[config.mk]
export PLATFORM = sky130hd
export DESIGN_NAME = instruction_fetch
export DESIGN_NICKNAME = d
export VERILOG_FILES = /design/src/rtl/mips_pkg.sv /design/src/rtl/instruction_fetch_ifid_reg.sv /design/src/rtl/instruction_fetch.sv
export SDC_FILE = /design/constraint.sdc
export NUM_CORES = 1
export LEC_CHECK = 0
export BUFFER_PORTS_ARGS = -buffer_cell sky130_fd_sc_hd__buf_2
export CORE_ASPECT_RATIO = 1.5
export CORE_UTILIZATION = 55
export CTS_CLUSTER_DIAMETER = 120
export DETAILED_ROUTE_END_ITERATION = 8
export PLACE_DENSITY = 0.89
export RECOVER_POWER = 25
export SYNTH_ARGS = -nofsm -noshare
export SYNTH_HDL_FRONTEND = slang
export SYNTH_HIERARCHICAL = 1
export SYNTH_SLANG_ARGS = --single-unit
export TNS_END_PERCENT = 20
[constraint.sdc]
create_clock -name clk -period 3.2 [get_ports clk]
set_input_delay 0.16 -clock clk [delete_from_list [all_inputs] [get_ports clk]]
set_output_delay 0.16 -clock clk [all_outputs]
set_load 0.05 [all_outputs]
[src/rtl/mips_pkg.sv]
// Shared MIPS front-end definitions: datapath widths, NOP encoding,
// fetch FSM states and opcode field position.
package mips_pkg;

  localparam int unsigned XLEN       = 32;
  localparam int unsigned OPCODE_W   = 6;
  localparam int unsigned OPCODE_MSB = 31;
  localparam int unsigned OPCODE_LSB = 26;

  // sll $0,$0,0
  localparam logic [XLEN-1:0] NOP_INSTR = 32'h0000_0000;

  typedef enum logic [1:0] {
    FETCH,
    DISCARD,
    HOLD
  } fetch_state_e;

  function automatic logic [XLEN-1:0] align_word(input logic [XLEN-1:0] addr);
    return addr & ~XLEN'(3);
  endfunction

endpackage

[src/rtl/instruction_fetch_ifid_reg.sv]
// IF/ID pipeline register: flush beats load; load picks the fetch path or
// the instruction parked in the hold register.
module ifid_reg
  import mips_pkg::*;
#(
  parameter logic [XLEN-1:0] NOP_INSTR = mips_pkg::NOP_INSTR
) (
  input  logic            clk,
  input  logic            reset,
  input  logic            load,
  input  logic            flush,
  input  logic            sel_hold,
  input  logic [XLEN-1:0] fetch_instr,
  input  logic [XLEN-1:0] fetch_pc4,
  input  logic [XLEN-1:0] hold_instr,
  input  logic [XLEN-1:0] hold_pc4,
  output logic            valid,
  output logic [XLEN-1:0] instr,
  output logic [XLEN-1:0] pc_plus4
);

  always_ff @(posedge clk) begin
    if (reset) begin
      valid    <= 1'b0;
      instr    <= NOP_INSTR;
      pc_plus4 <= '0;
    end else if (flush) begin
      valid <= 1'b0;
      instr <= NOP_INSTR;
    end else if (load) begin
      valid    <= 1'b1;
      instr    <= sel_hold ? hold_instr : fetch_instr;
      pc_plus4 <= sel_hold ? hold_pc4 : fetch_pc4;
    end
  end

endmodule

[src/rtl/instruction_fetch.sv]
// MIPS IF stage: owns the PC, fetches over a req/ready handshake and feeds
// the IF/ID register, handling redirects, stalls and in-flight discards.
module instruction_fetch
  import mips_pkg::*;
#(
  parameter logic [XLEN-1:0] RESET_PC  = 32'h0000_0000,
  parameter logic [XLEN-1:0] NOP_INSTR = mips_pkg::NOP_INSTR
) (
  input  logic                clk,
  input  logic                reset,
  input  logic                Stall,
  input  logic                Branch,
  input  logic [XLEN-1:0]     BranchTarget,
  input  logic                Jump,
  input  logic [XLEN-1:0]     JumpTarget,
  output logic                IMemReq,
  output logic [XLEN-1:0]     IMemAddr,
  input  logic                IMemReady,
  input  logic [XLEN-1:0]     IMemData,
  output logic                IFID_Valid,
  output logic [XLEN-1:0]     IFID_Instr,
  output logic [XLEN-1:0]     IFID_PCPlus4,
  output logic [OPCODE_W-1:0] Opcode
);

  fetch_state_e    state;
  logic [XLEN-1:0] pc;
  logic [XLEN-1:0] pend_addr;
  logic [XLEN-1:0] hold_instr;
  logic [XLEN-1:0] hold_pc4;
  logic [XLEN-1:0] pc_plus4;
  logic [XLEN-1:0] target;
  logic            redirect;
  logic            ifid_load;
  logic            ifid_flush;
  logic            ifid_sel_hold;

  // Jump outranks Branch when both resolve in the same cycle
  assign redirect = Jump | Branch;
  assign target   = align_word(Jump ? JumpTarget : BranchTarget);
  assign pc_plus4 = pc + XLEN'(4);

  assign IMemReq  = !reset && (state != HOLD);
  assign IMemAddr = (state == DISCARD) ? pend_addr : align_word(pc);

  // IF/ID control: a cycle without a delivered instruction becomes a bubble
  always_comb begin
    ifid_load     = 1'b0;
    ifid_flush    = 1'b0;
    ifid_sel_hold = 1'b0;
    unique case (state)
      FETCH: begin
        if (redirect) begin
          ifid_flush = 1'b1;
        end else if (!Stall) begin
          ifid_load  = IMemReady;
          ifid_flush = !IMemReady;
        end
      end
      DISCARD: ifid_flush = redirect || !Stall;
      HOLD: begin
        if (redirect) begin
          ifid_flush = 1'b1;
        end else if (!Stall) begin
          ifid_load     = 1'b1;
          ifid_sel_hold = 1'b1;
        end
      end
      default: ;
    endcase
  end

  always_ff @(posedge clk) begin
    if (reset) begin
      state      <= FETCH;
      pc         <= RESET_PC;
      pend_addr  <= '0;
      hold_instr <= NOP_INSTR;
      hold_pc4   <= '0;
    end else begin
      unique case (state)
        FETCH: begin
          if (redirect) begin
            pc <= target;
            // the old request is still in flight; keep presenting its address
            if (!IMemReady) begin
              pend_addr <= align_word(pc);
              state     <= DISCARD;
            end
          end else if (IMemReady) begin
            pc <= pc_plus4;
            if (Stall) begin
              hold_instr <= IMemData;
              hold_pc4   <= pc_plus4;
              state      <= HOLD;
            end
          end
        end
        DISCARD: begin
          if (redirect) pc <= target;
          if (IMemReady) state <= FETCH;
        end
        HOLD: begin
          if (redirect) begin
            pc    <= target;
            state <= FETCH;
          end else if (!Stall) begin
            state <= FETCH;
          end
        end
        default: state <= FETCH;
      endcase
    end
  end

  ifid_reg #(
    .NOP_INSTR(NOP_INSTR)
  ) u_ifid_reg (
    .clk        (clk),
    .reset      (reset),
    .load       (ifid_load),
    .flush      (ifid_flush),
    .sel_hold   (ifid_sel_hold),
    .fetch_instr(IMemData),
    .fetch_pc4  (pc_plus4),
    .hold_instr (hold_instr),
    .hold_pc4   (hold_pc4),
    .valid      (IFID_Valid),
    .instr      (IFID_Instr),
    .pc_plus4   (IFID_PCPlus4)
  );

  assign Opcode = IFID_Valid ? IFID_Instr[OPCODE_MSB:OPCODE_LSB] : OPCODE_W'(0);

endmodule

==> reports/metrics.cfg <==
[status]
status = completed

[flow_run]
drv_cap = 0

[global_routing]
antenna_found_initial = 1
overflow = 0
grt_pass1_wl_mm = 39.2
grt_pass1_vias = 8090
grt_start_max_net_pins = 83
grtUsageTotal_pct = 28.5

[timing]
grt_setup_unrepaired = no
hold_slack_ns = 0.0470
hold_violations = 0
worstMarginPinSlew_ns = 1.14
fin_crit_ns = 2.74
fin_crit_sh_pct = 85.8
clock.fmax_ghz = 0.364
slew_headroom_pct = 24.2
slew_violations = 0
fin_setup_tns_ns = 0
finalSetupViolations = 0
fin_skew_ns = 0.0148

[floorplan]
num_io_pins = 206
die_x_um = 109
dieArea_um2 = 17600
coreArea_um2 = 16800
fp.dieH_um = 162
start_util_pct = 56.1
row_count = 58

[layout]
fillers = 1349
fin_nets = 1391
multi_input_area_um2 = 5030
syn_to_final_growth_pct = 18.5
seq_area_um2 = 3780
drive_above_1_share_pct = 19.4

[yosys]
async_reset_ff_share_pct = 0
ys_warn_count = 6
synth-seq-cells = 189
ys_types = 66
ys_seq_area_share_pct = 40.2
synth_ff_type = dfxtp_1
syn_avg_cell_area_um2 = 8.45
syn_area_um2 = 9410
synth-edff-count = 0
syn_inst = 1114

[power_and_ir_drop]
power.density_nw_per_um2 = 527
p_total_mw = 5.88
p_clk_share_pct = 35.0
p_int_mw = 3.90
p_switching_mw = 1.97
comb_power_share_pct = 20.6
pwr-share-seq_pct = 44.5
vdd_drop_max_mv = 0.364
p_leak_nw = 4.13
switching_share_pct = 33.6

[cts]
clock-root-buffer = clkbuf_16
htree_num_levels = 4
clk_latency_ns = 0.43
cts.path.max_buffers = 2
cts_sinks = 189
clkTransAtPathRegs_ns = 0.08
cts_tree = yes
cts-buffers-inserted = 17
cts_setup_buffers = 0

[detailed_routing]
drt_iter0_markers = 792
drc = 0
firstDrtPassIters = 6
dr_total_vias = 8794
post_drt_wl_per_cell_um = 16.9
postRouteAntennaNets = 0
wirelength_mm = 25.5
viasPerCell = 5.83

[setup_path]
crit_fanout = 33
reg2reg_from = state[0]
cp.required_ns = 3.56
reg2reg_to = u_ifid_reg/instr[7]
crit_type = register to register
arrival_ns = 3.10
critPathLaunchType = register
r2r_setup_slack_ns = 0.46
end_kind = register
r2r_cells = 8

[placement]
gp_congestion = 0.952
portBuffers = 199
place_hpwl_mm = 17.0

[min_path]
min_from = BranchTarget[26]
min_path_cells = 3
hp-class = input pin to register
min_to = pc[26]

critical path, stage by stage (launching register included):
cell	delay, ns
dfxtp_1	0.39
inv_1	0.08
ha_1	0.31
nor2b_1	0.18
o22ai_1	0.12
a221oi_1	0.14
nor2_2	0.89
o21ai_0	0.33
a21oi_1	0.22
flip-flops by register name (all words and copies together), names as in the netlist:
name / cells
state: 2
hold_instr: 32
u_ifid_reg/instr: 32
u_ifid_reg/valid: 1
pc: 30
pend_addr: 30
u_ifid_reg/pc_plus4: 32
hold_pc4: 30
metal layers:
layer	track usage [%]	share of wire, %	vias to the layer above	wire length [um]
li1	-	-	4206	-
met1	30.9	36	4104	9280
met2	49.6	51	385	13000
met3	4.82	6.0	99	1530
met4	19.9	6.6	0	1680
met5	0	0	-	0
cells in the final DEF (no fill, tap or decap), types with 6 or more instances in the layout:
master,n
mux2i_1,95
a211oi_2,28
o21a_1,18
a21oi_1,139
buf_4,15
conb_1,6
nor3_1,20
and2_1,6
nand2b_1,7
inv_1,24
dlygate4sd3_1,32
nor2_1,88
nand3_1,18
clkbuf_1,71
nand2_1,173
dfxtp_1,189
clkbuf_16,17
o21ai_0,53
mux2_2,26
xnor2_1,23
o211ai_1,6
nand4_1,14
buf_2,127
inv_8,7
layout make-up:
class | instances | share of cell area [%]
Multi-Input combinational cell | 803 | 45.1
Sequential cell | 189 | 33.9
Timing Repair Buffer | 249 | 12.7
Clock buffer | 17 | 3.81
Tap cell | 210 | 2.36
Clock inverter | 15 | 1.31
Inverter | 24 | 0.808
Antenna cell | 1 | 0.0224
worst max path at each step:
stage / from / end / cells after the start
after global routing: state[0] / u_ifid_reg/instr[7] / 8
after global placement: state[0] / u_ifid_reg/instr[20] / 8
final: state[0] / u_ifid_reg/instr[7] / 8
after floorplan: state[1] / u_ifid_reg/pc_plus4[23] / 11
after detailed placement: state[0] / u_ifid_reg/instr[7] / 8
after CTS: state[0] / u_ifid_reg/instr[7] / 8
power by group through the flow:
stage | Clock [mW] | Sequential (mW) | Combinational [mW]
after floorplan | 0 | 2.65 | 0.870
after CTS | 2.08 | 2.61 | 1.20
final | 2.05 | 2.61 | 1.21
after global placement | 0 | 2.65 | 1.14
after detailed placement | 0 | 2.66 | 1.17
after global routing | 2.17 | 2.63 | 1.28
synth_stat cells, types with 5 or more instances:
cell type	instances	share of area, %
dfxtp_1	189	40
nand2_1	173	6.9
a21oi_1	140	7.4
mux2i_1	95	10
nor2_1	89	3.5
o21ai_0	53	2.8
clkbuf_1	52	2.1
a211oi_2	28	3.7
mux2_2	26	3.1
inv_1	24	0.96
xnor2_1	23	2.1
nor3_1	22	1.2
buf_2	18	0.96
nand3_1	18	0.96
o21a_1	18	1.4
nand4_1	14	0.93
buf_6	13	1.6
buf_4	11	0.88
nand2b_1	7	0.47
and2_1	6	0.40
buf_1	6	0.24
o211ai_1	6	0.48
a211oi_1	5	0.40
a31oi_1	5	0.33
ha_1	5	0.66
nor4_1	5	0.33
o22ai_1	5	0.33
timing repair:
item / CTS / global route
resized for setup: 0 / 0
hold buffers: 32 / 0
endpoints found under the hold margin: 32 / 0
stage by stage:
step	cells	worst slack [ns]	cell area, um^2	util [%]
2_1_floorplan	1119	0.887	9430	-
3_3_place_gp	1443	0.745	10300	61.7
3_5_place_dp	1443	0.490	10300	61.7
4_1_cts	1507	0.479	11200	67.0
5_1_grt	1507	0.207	11200	66.5
6_report	1508	0.455	11200	66.5
cell families after synthesis:
group | Yosys count | synth area share (%)
fa+ha+maj | 5 | 0.665
flops | 189 | 40.2
compound gates | 284 | 19.1
other cells | 1 | 0.0398
xor+xnor | 28 | 2.77
simple gates | 359 | 17.1
buf+inv | 127 | 6.87
mux | 121 | 13.2
(Power assumes the default switching activity.)
